**src/rtl/config_mem_loader.sv**
```systemverilog
// config_mem_loader: decodes config packets and issues write strobes to config memories A/B/C.
// Optional CFG_CHECKSUM_EN adds an XOR trailer beat per packet, checked into err_o[1].
module config_mem_loader #(
    parameter int NUM_NURNS          = 256,
    parameter int NUM_AXONS          = 256,
    parameter int DSIZE              = 16,
    parameter int NURN_CNT_BIT_WIDTH = 8,
    parameter int AXON_CNT_BIT_WIDTH = 8,
    parameter int STDP_WIN_BIT_WIDTH = 8,
    parameter int AER_BIT_WIDTH      = 32,
    parameter int MEM_WIDTH_A        = 2*STDP_WIN_BIT_WIDTH+2*DSIZE+1,
    parameter int MEM_WIDTH_B        = 2+2*DSIZE+AER_BIT_WIDTH,
    parameter int MEM_WIDTH_C        = 1
) (
    input  logic                                         clk_i,
    input  logic                                         rst_n_i,
    input  logic [31:0]                                  cfg_data_i,
    input  logic                                         cfg_valid_i,
    output logic                                         cfg_ready_o,
    output logic                                         wrEn_A_o,
    output logic [NURN_CNT_BIT_WIDTH-1:0]                wrAddr_A_o,
    output logic [MEM_WIDTH_A-1:0]                       wrData_A_o,
    output logic                                         wrEn_B_o,
    output logic [NURN_CNT_BIT_WIDTH-1:0]                wrAddr_B_o,
    output logic [MEM_WIDTH_B-1:0]                       wrData_B_o,
    output logic                                         wrEn_C_o,
    output logic [NURN_CNT_BIT_WIDTH+AXON_CNT_BIT_WIDTH-1:0] wrAddr_C_o,
    output logic [MEM_WIDTH_C-1:0]                       wrData_C_o,
    output logic                                         load_done_o,
    output logic [1:0]                                   err_o,
    input  logic                                         err_clr_i
);
    localparam int NW = NURN_CNT_BIT_WIDTH;
    localparam int AW = NURN_CNT_BIT_WIDTH + AXON_CNT_BIT_WIDTH;

    typedef enum logic [1:0] {S_HDR, S_PLD, S_DISC, S_TRL} state_t;
`ifdef CFG_CHECKSUM_EN
    localparam state_t S_END = S_TRL;
`else
    localparam state_t S_END = S_HDR;
`endif

    state_t state_q, state_d;
    logic [1:0] sel_q, sel_d, beat_q, beat_d, err_q, err_d, beat_max;
    logic [7:0] len_q, len_d, cnt_q, cnt_d;
    logic [AW-1:0] addr_q, addr_d, wr_addr_q, wr_addr_d;
    logic [63:0] entry_q, entry_d;
    logic [MEM_WIDTH_B-1:0] wr_data_q, wr_data_d;
    logic wr_a_q, wr_a_d, wr_b_q, wr_b_d, wr_c_q, wr_c_d, load_done_q, load_done_d;
    logic acc, last_beat, last_ent;
    logic [NW-1:0] na_inc;
`ifdef CFG_CHECKSUM_EN
    logic [31:0] csum_q, csum_d;
`endif

    assign cfg_ready_o = rst_n_i;
    assign acc         = cfg_valid_i & cfg_ready_o;
    // last beat index within an entry: A=2 beats, B=3, C=1
    assign beat_max    = sel_q == 2'd0 ? 2'd1 : sel_q == 2'd1 ? 2'd2 : 2'd0;
    assign last_beat   = beat_q == beat_max;
    assign last_ent    = cnt_q == len_q;
    assign na_inc      = addr_q[NW-1:0] + 1'b1;

    always_ff @(posedge clk_i or negedge rst_n_i) begin
        if (!rst_n_i) begin
            state_q     <= S_HDR;
            sel_q       <= '0;
            beat_q      <= '0;
            err_q       <= '0;
            len_q       <= '0;
            cnt_q       <= '0;
            addr_q      <= '0;
            wr_addr_q   <= '0;
            entry_q     <= '0;
            wr_data_q   <= '0;
            wr_a_q      <= 1'b0;
            wr_b_q      <= 1'b0;
            wr_c_q      <= 1'b0;
            load_done_q <= 1'b0;
`ifdef CFG_CHECKSUM_EN
            csum_q      <= '0;
`endif
        end else begin
            state_q     <= state_d;
            sel_q       <= sel_d;
            beat_q      <= beat_d;
            err_q       <= err_d;
            len_q       <= len_d;
            cnt_q       <= cnt_d;
            addr_q      <= addr_d;
            wr_addr_q   <= wr_addr_d;
            entry_q     <= entry_d;
            wr_data_q   <= wr_data_d;
            wr_a_q      <= wr_a_d;
            wr_b_q      <= wr_b_d;
            wr_c_q      <= wr_c_d;
            load_done_q <= load_done_d;
`ifdef CFG_CHECKSUM_EN
            csum_q      <= csum_d;
`endif
        end
    end

    always_comb begin
        state_d = state_q;
        if (acc) begin
            case (state_q)
                S_HDR:   state_d = cfg_data_i[31:30] == 2'd3 ? S_DISC : S_PLD;
                S_PLD:   state_d = last_beat && last_ent ? S_END : S_PLD;
                S_DISC:  state_d = last_ent ? S_END : S_DISC;
                default: state_d = S_HDR;
            endcase
        end
    end

    always_comb begin
        sel_d       = sel_q;
        beat_d      = beat_q;
        len_d       = len_q;
        cnt_d       = cnt_q;
        addr_d      = addr_q;
        wr_addr_d   = wr_addr_q;
        entry_d     = entry_q;
        wr_data_d   = wr_data_q;
        wr_a_d      = 1'b0;
        wr_b_d      = 1'b0;
        wr_c_d      = 1'b0;
        load_done_d = 1'b0;
        // a new error in the same cycle as err_clr_i overrides the clear
        err_d       = err_clr_i ? 2'b00 : err_q;
`ifdef CFG_CHECKSUM_EN
        csum_d      = csum_q;
`endif
        if (acc) begin
            case (state_q)
                S_HDR: begin
                    sel_d    = cfg_data_i[31:30];
                    len_d    = cfg_data_i[23:16];
                    addr_d   = cfg_data_i[31:30] == 2'd2 ? cfg_data_i[AW-1:0] : AW'(cfg_data_i[NW-1:0]);
                    cnt_d    = '0;
                    beat_d   = '0;
                    err_d[0] = err_d[0] | (cfg_data_i[31:30] == 2'd3);
`ifdef CFG_CHECKSUM_EN
                    csum_d   = cfg_data_i;
`endif
                end
                S_PLD: begin
`ifdef CFG_CHECKSUM_EN
                    csum_d = csum_q ^ cfg_data_i;
`endif
                    if (last_beat) begin
                        wr_a_d    = sel_q == 2'd0;
                        wr_b_d    = sel_q == 2'd1;
                        wr_c_d    = sel_q == 2'd2;
                        wr_addr_d = addr_q;
                        wr_data_d = sel_q == 2'd0 ? MEM_WIDTH_B'({cfg_data_i[MEM_WIDTH_A-33:0], entry_q[31:0]}) :
                                    sel_q == 2'd1 ? {cfg_data_i[MEM_WIDTH_B-65:0], entry_q} :
                                                    MEM_WIDTH_B'(cfg_data_i[0]);
                        addr_d    = sel_q == 2'd2 ? addr_q + 1'b1 : AW'(na_inc);
                        cnt_d     = cnt_q + 1'b1;
                        beat_d    = '0;
`ifndef CFG_CHECKSUM_EN
                        load_done_d = last_ent;
`endif
                    end else begin
                        beat_d  = beat_q + 1'b1;
                        entry_d = beat_q[0] ? {cfg_data_i, entry_q[31:0]} : {entry_q[63:32], cfg_data_i};
                    end
                end
                S_DISC: begin
                    cnt_d = cnt_q + 1'b1;
`ifdef CFG_CHECKSUM_EN
                    csum_d = csum_q ^ cfg_data_i;
`else
                    load_done_d = last_ent;
`endif
                end
                default: begin
`ifdef CFG_CHECKSUM_EN
                    load_done_d = 1'b1;
                    err_d[1]    = err_d[1] | (cfg_data_i != csum_q);
`endif
                end
            endcase
        end
    end

    assign wrEn_A_o    = wr_a_q;
    assign wrEn_B_o    = wr_b_q;
    assign wrEn_C_o    = wr_c_q;
    assign wrAddr_A_o  = wr_addr_q[NW-1:0];
    assign wrAddr_B_o  = wr_addr_q[NW-1:0];
    assign wrAddr_C_o  = wr_addr_q;
    assign wrData_A_o  = wr_data_q[MEM_WIDTH_A-1:0];
    assign wrData_B_o  = wr_data_q;
    assign wrData_C_o  = wr_data_q[MEM_WIDTH_C-1:0];
    assign load_done_o = load_done_q;
    assign err_o       = err_q;
endmodule

```
**config.mk**
```make
export PLATFORM = sky130hd
export DESIGN_NAME = config_mem_loader
export DESIGN_NICKNAME = d
export VERILOG_FILES = /design/src/rtl/config_mem_loader.sv
export SDC_FILE = /design/constraint.sdc
export NUM_CORES = 1
export LEC_CHECK = 0
export CAP_MARGIN = 30
export CORE_ASPECT_RATIO = 1.75
export CORE_UTILIZATION = 51
export DETAILED_ROUTE_END_ITERATION = 10
export PLACE_DENSITY = 0.79
export SLEW_MARGIN = 30
export SYNTH_ARGS = -nofsm -noshare
export SYNTH_HDL_FRONTEND = slang
export SYNTH_SLANG_ARGS = --single-unit
```
**constraint.sdc**
```tcl
create_clock -name clk_i -period 2.8 [get_ports clk_i]
set_clock_uncertainty 0.05 [all_clocks]
set_input_delay 0.28 -clock clk_i [delete_from_list [all_inputs] [get_ports clk_i]]
set_output_delay 0.28 -clock clk_i [all_outputs]
set_load 0.01 [all_outputs]
```
==> metrics.cfg <==
[route]
wire_per_inst_um=18.7
via_per_inst=5.70
drt_pass1_iterations=5
drc=0
drtAntennaViolNets=0
drt-total-wl_um=20900
drtIter0Drc=347
route.vias.total=6352

[clock_tree]
clock-root-buffer=clkbuf_16
clock_latency_ns=0.42
postCtsResizedCells=0
cts_made_buffers=17
clkSinkCount=189
htreeDepth=4
clock_tree.buffer_depth=2
cts_tree=yes
cts.clk_slew.worst_paths_ns=0.07

[floorplanning]
rows=63
core_region_area_sq_um=16900
dieWidth_um=102
dieArea_sq_um=17900
io_pins=191
die_h_um=176
initial_core_util=0.523

[critical_path]
endpoint_kind=flip-flop
reg2reg_from=beat_q[0]
critical_path.cell_chain=nor4b_4 -> nor2_1 -> nand4_1 -> buf_4 -> mux2_2
critPathMaxStageDelay_ns=0.56
startpoint_type=flip-flop
reg2reg_slack_ns=0.52
crit_fanout=32
crit_buf_inv=1
crit_type=reg2reg
critPathArrivalTime_ns=2.53
critPathTopFamily=simple AND/OR/NAND/NOR gates
worstReg2RegEnd=entry_q[32]
required_ns=3.06
reg2reg_depth=5
crit_slowest_cell=dfrtp_1

[global_route]
grt_pass1_wl_um=33200
grt_start_max_net_pins=79
grt_remaining_overflow=0
top_usage_layer=met2
use_met3=0.0412
antenna_found_initial=0
first_global_vias=6301
grt_use_met1=0.288
grt_use_total=0.246
use_met2=0.423

[timing]
slew_headroom=0.481
tns_ns=0
post-route-min-period_ns=2.28
slew_viol_final=0
hold_viol=0
rsz0062_at_grt=no
worst_pin_slew_ns=0.779
setup_viol=0
min_period_over_period=0.813
fmax_mhz=439

[cells_and_area]
nets=917
insertedDiodeCount=0
drive_above_1_share=0.159
syn2layout_area_growth_pct=24.9
most-common-layout-cells=dfrtp_1 (188), clkdlybuf4s50_1 (188), mux2_2 (79)

[flow_run]
drv_cap=0

[synth]
synth_edf_count=0
synth-seq-area-share=0.534
avgSynthCellArea_sq_um=11.6
postSynth.asyncResetShare=1.00
synthCells=763
synth_cell_types=60
synth-seq-cells=189
ys_warn_count=0
syn-num-nets=805
syn_area_sq_um=8860
synth_flop_cell=dfrtp_1

[placed_design]
place.gp.congestion=0.911
dpl.hpwl_um=14600
io_buffers=189

[run_status]
status=finished clean

[power_and_ir_drop]
finalPower_w=0.0119
p_per_area_nw_per_um2=1070
ir_drop_v=0.000510
leakage_nw=4.71

[worst_hold_path]
hold_path_class=in2async

cell families (layout without fill, tap and decap cells):
logic type | count (synthesis) | count (layout) | share of synthesized area
fa+ha+maj | 6 | 6 | 0.00848
simple gates | 173 | 173 | 0.107
other cells | 1 | 1 | 0.000423
compound gates | 150 | 150 | 0.117
buf+inv | 126 | 251 | 0.0887
flops | 189 | 189 | 0.534
mux | 110 | 110 | 0.136
xor+xnor | 8 | 8 | 0.00791
per-stage QoR:
stage | hold slack [ns] | setup slack (ns) | utilization | instances | instance area, sq um
finish | 0.192 | 0.524 | 0.653 | 1115 | 11100
detailed placement | 0.0738 | 0.535 | 0.619 | 1082 | 10500
global placement | 0.0718 | 0.577 | 0.619 | 1082 | 10500
global route | 0.181 | 0.399 | 0.653 | 1115 | 11100
CTS | 0.177 | 0.521 | 0.653 | 1115 | 11100
floorplan | -0.0656 | 0.761 | - | 763 | 8860
Yosys cell counts (3+ instances only):
cell	number	area [sq um]
buf_4	75	563
o2bb2ai_1	3	26.3
mux2_1	7	78.8
o41ai_1	7	61.3
nand2b_1	33	206
buf_2	13	65.1
dfrtp_1	189	4730
nor3_1	12	60.1
and2_1	3	18.8
a22o_1	19	166
a22oi_1	6	45.0
o22a_1	4	35.0
clkbuf_1	25	93.8
nor4_1	6	37.5
nand3_1	9	45.0
nand4_1	8	50.1
a21oi_1	9	45.0
o31ai_1	23	173
o22ai_1	7	43.8
inv_1	11	41.3
xnor2_1	8	70.1
nor2_1	12	45.0
a311oi_1	3	26.3
ha_1	6	75.1
nand2_1	67	251
mux2i_1	24	240
and3_1	4	25.0
o21ai_0	48	240
o211ai_1	5	37.5
a31oi_1	4	25.0
mux2_2	79	890
how the worst max path moves through the flow:
stage             endpoint         from  slack, ns  cells past startpoint
2_1_floorplan  entry_q[10]     sel_q[1]       0.76                      6
3_3_place_gp   entry_q[61]    beat_q[0]       0.58                      5
3_5_place_dp      cnt_q[5]  cfg_valid_i       0.54                      4
4_1_cts        entry_q[32]    beat_q[0]       0.52                      5
5_1_grt        entry_q[32]    beat_q[0]       0.40                      5
6_report       entry_q[32]    beat_q[0]       0.52                      5
worst register-to-register path, delay by kind of cell (launching register included):
kind / cells / cell delay [ns]
flip-flops: 1 / 0.56
AND/OR/NAND/NOR: 3 / 0.69
buffers and inverters: 1 / 0.43
multiplexers: 1 / 0.43
power by group:
part | internal [W] | switching (W) | leakage, nW | total, W
Sequential | 0.00384 | 0.000933 | 2.46 | 0.00477
Combinational | 0.00268 | 0.00211 | 1.97 | 0.00479
Clock | 0.00120 | 0.00111 | 0.276 | 0.00232
Total | 0.00772 | 0.00416 | 4.71 | 0.0119
layer usage:
| layer | wire length [um] | vias to the layer above |
|---|---|---|
| met4 | 987 | 0 |
| met1 | 7930 | 3175 |
| met5 | 0 | - |
| met2 | 11000 | 237 |
| met3 | 954 | 47 |
| li1 | - | 2893 |
registers in the layout, indices dropped and copies added, names as in the netlist:
register	flops
load_done_o	1
wrAddr_C_o	16
state_q	2
addr_q	16
wrEn_B_o	1
beat_q	2
cnt_q	8
len_q	8
wrData_B_o	66
sel_q	2
wrEn_C_o	1
err_o	1
wrEn_A_o	1
entry_q	64
what timing repair did:
item	4_1_cts	5_1_grt
buffers inserted	0	0
hold buffers	1	0
endpoints found under the hold margin	2	0
cell type report:
| cell class | count | area (sq um) |
|---|---|---|
| fill | 1304 | 5880 |
| sequential | 189 | 4730 |
| multi-input combinational | 448 | 3360 |
| timing repair buffer | 208 | 2080 |
| clock buffer | 19 | 443 |
| tap | 227 | 284 |
| clock inverter | 13 | 123 |
| inverter | 11 | 41.3 |
Note: power is estimated with default switching activity, not from simulation.
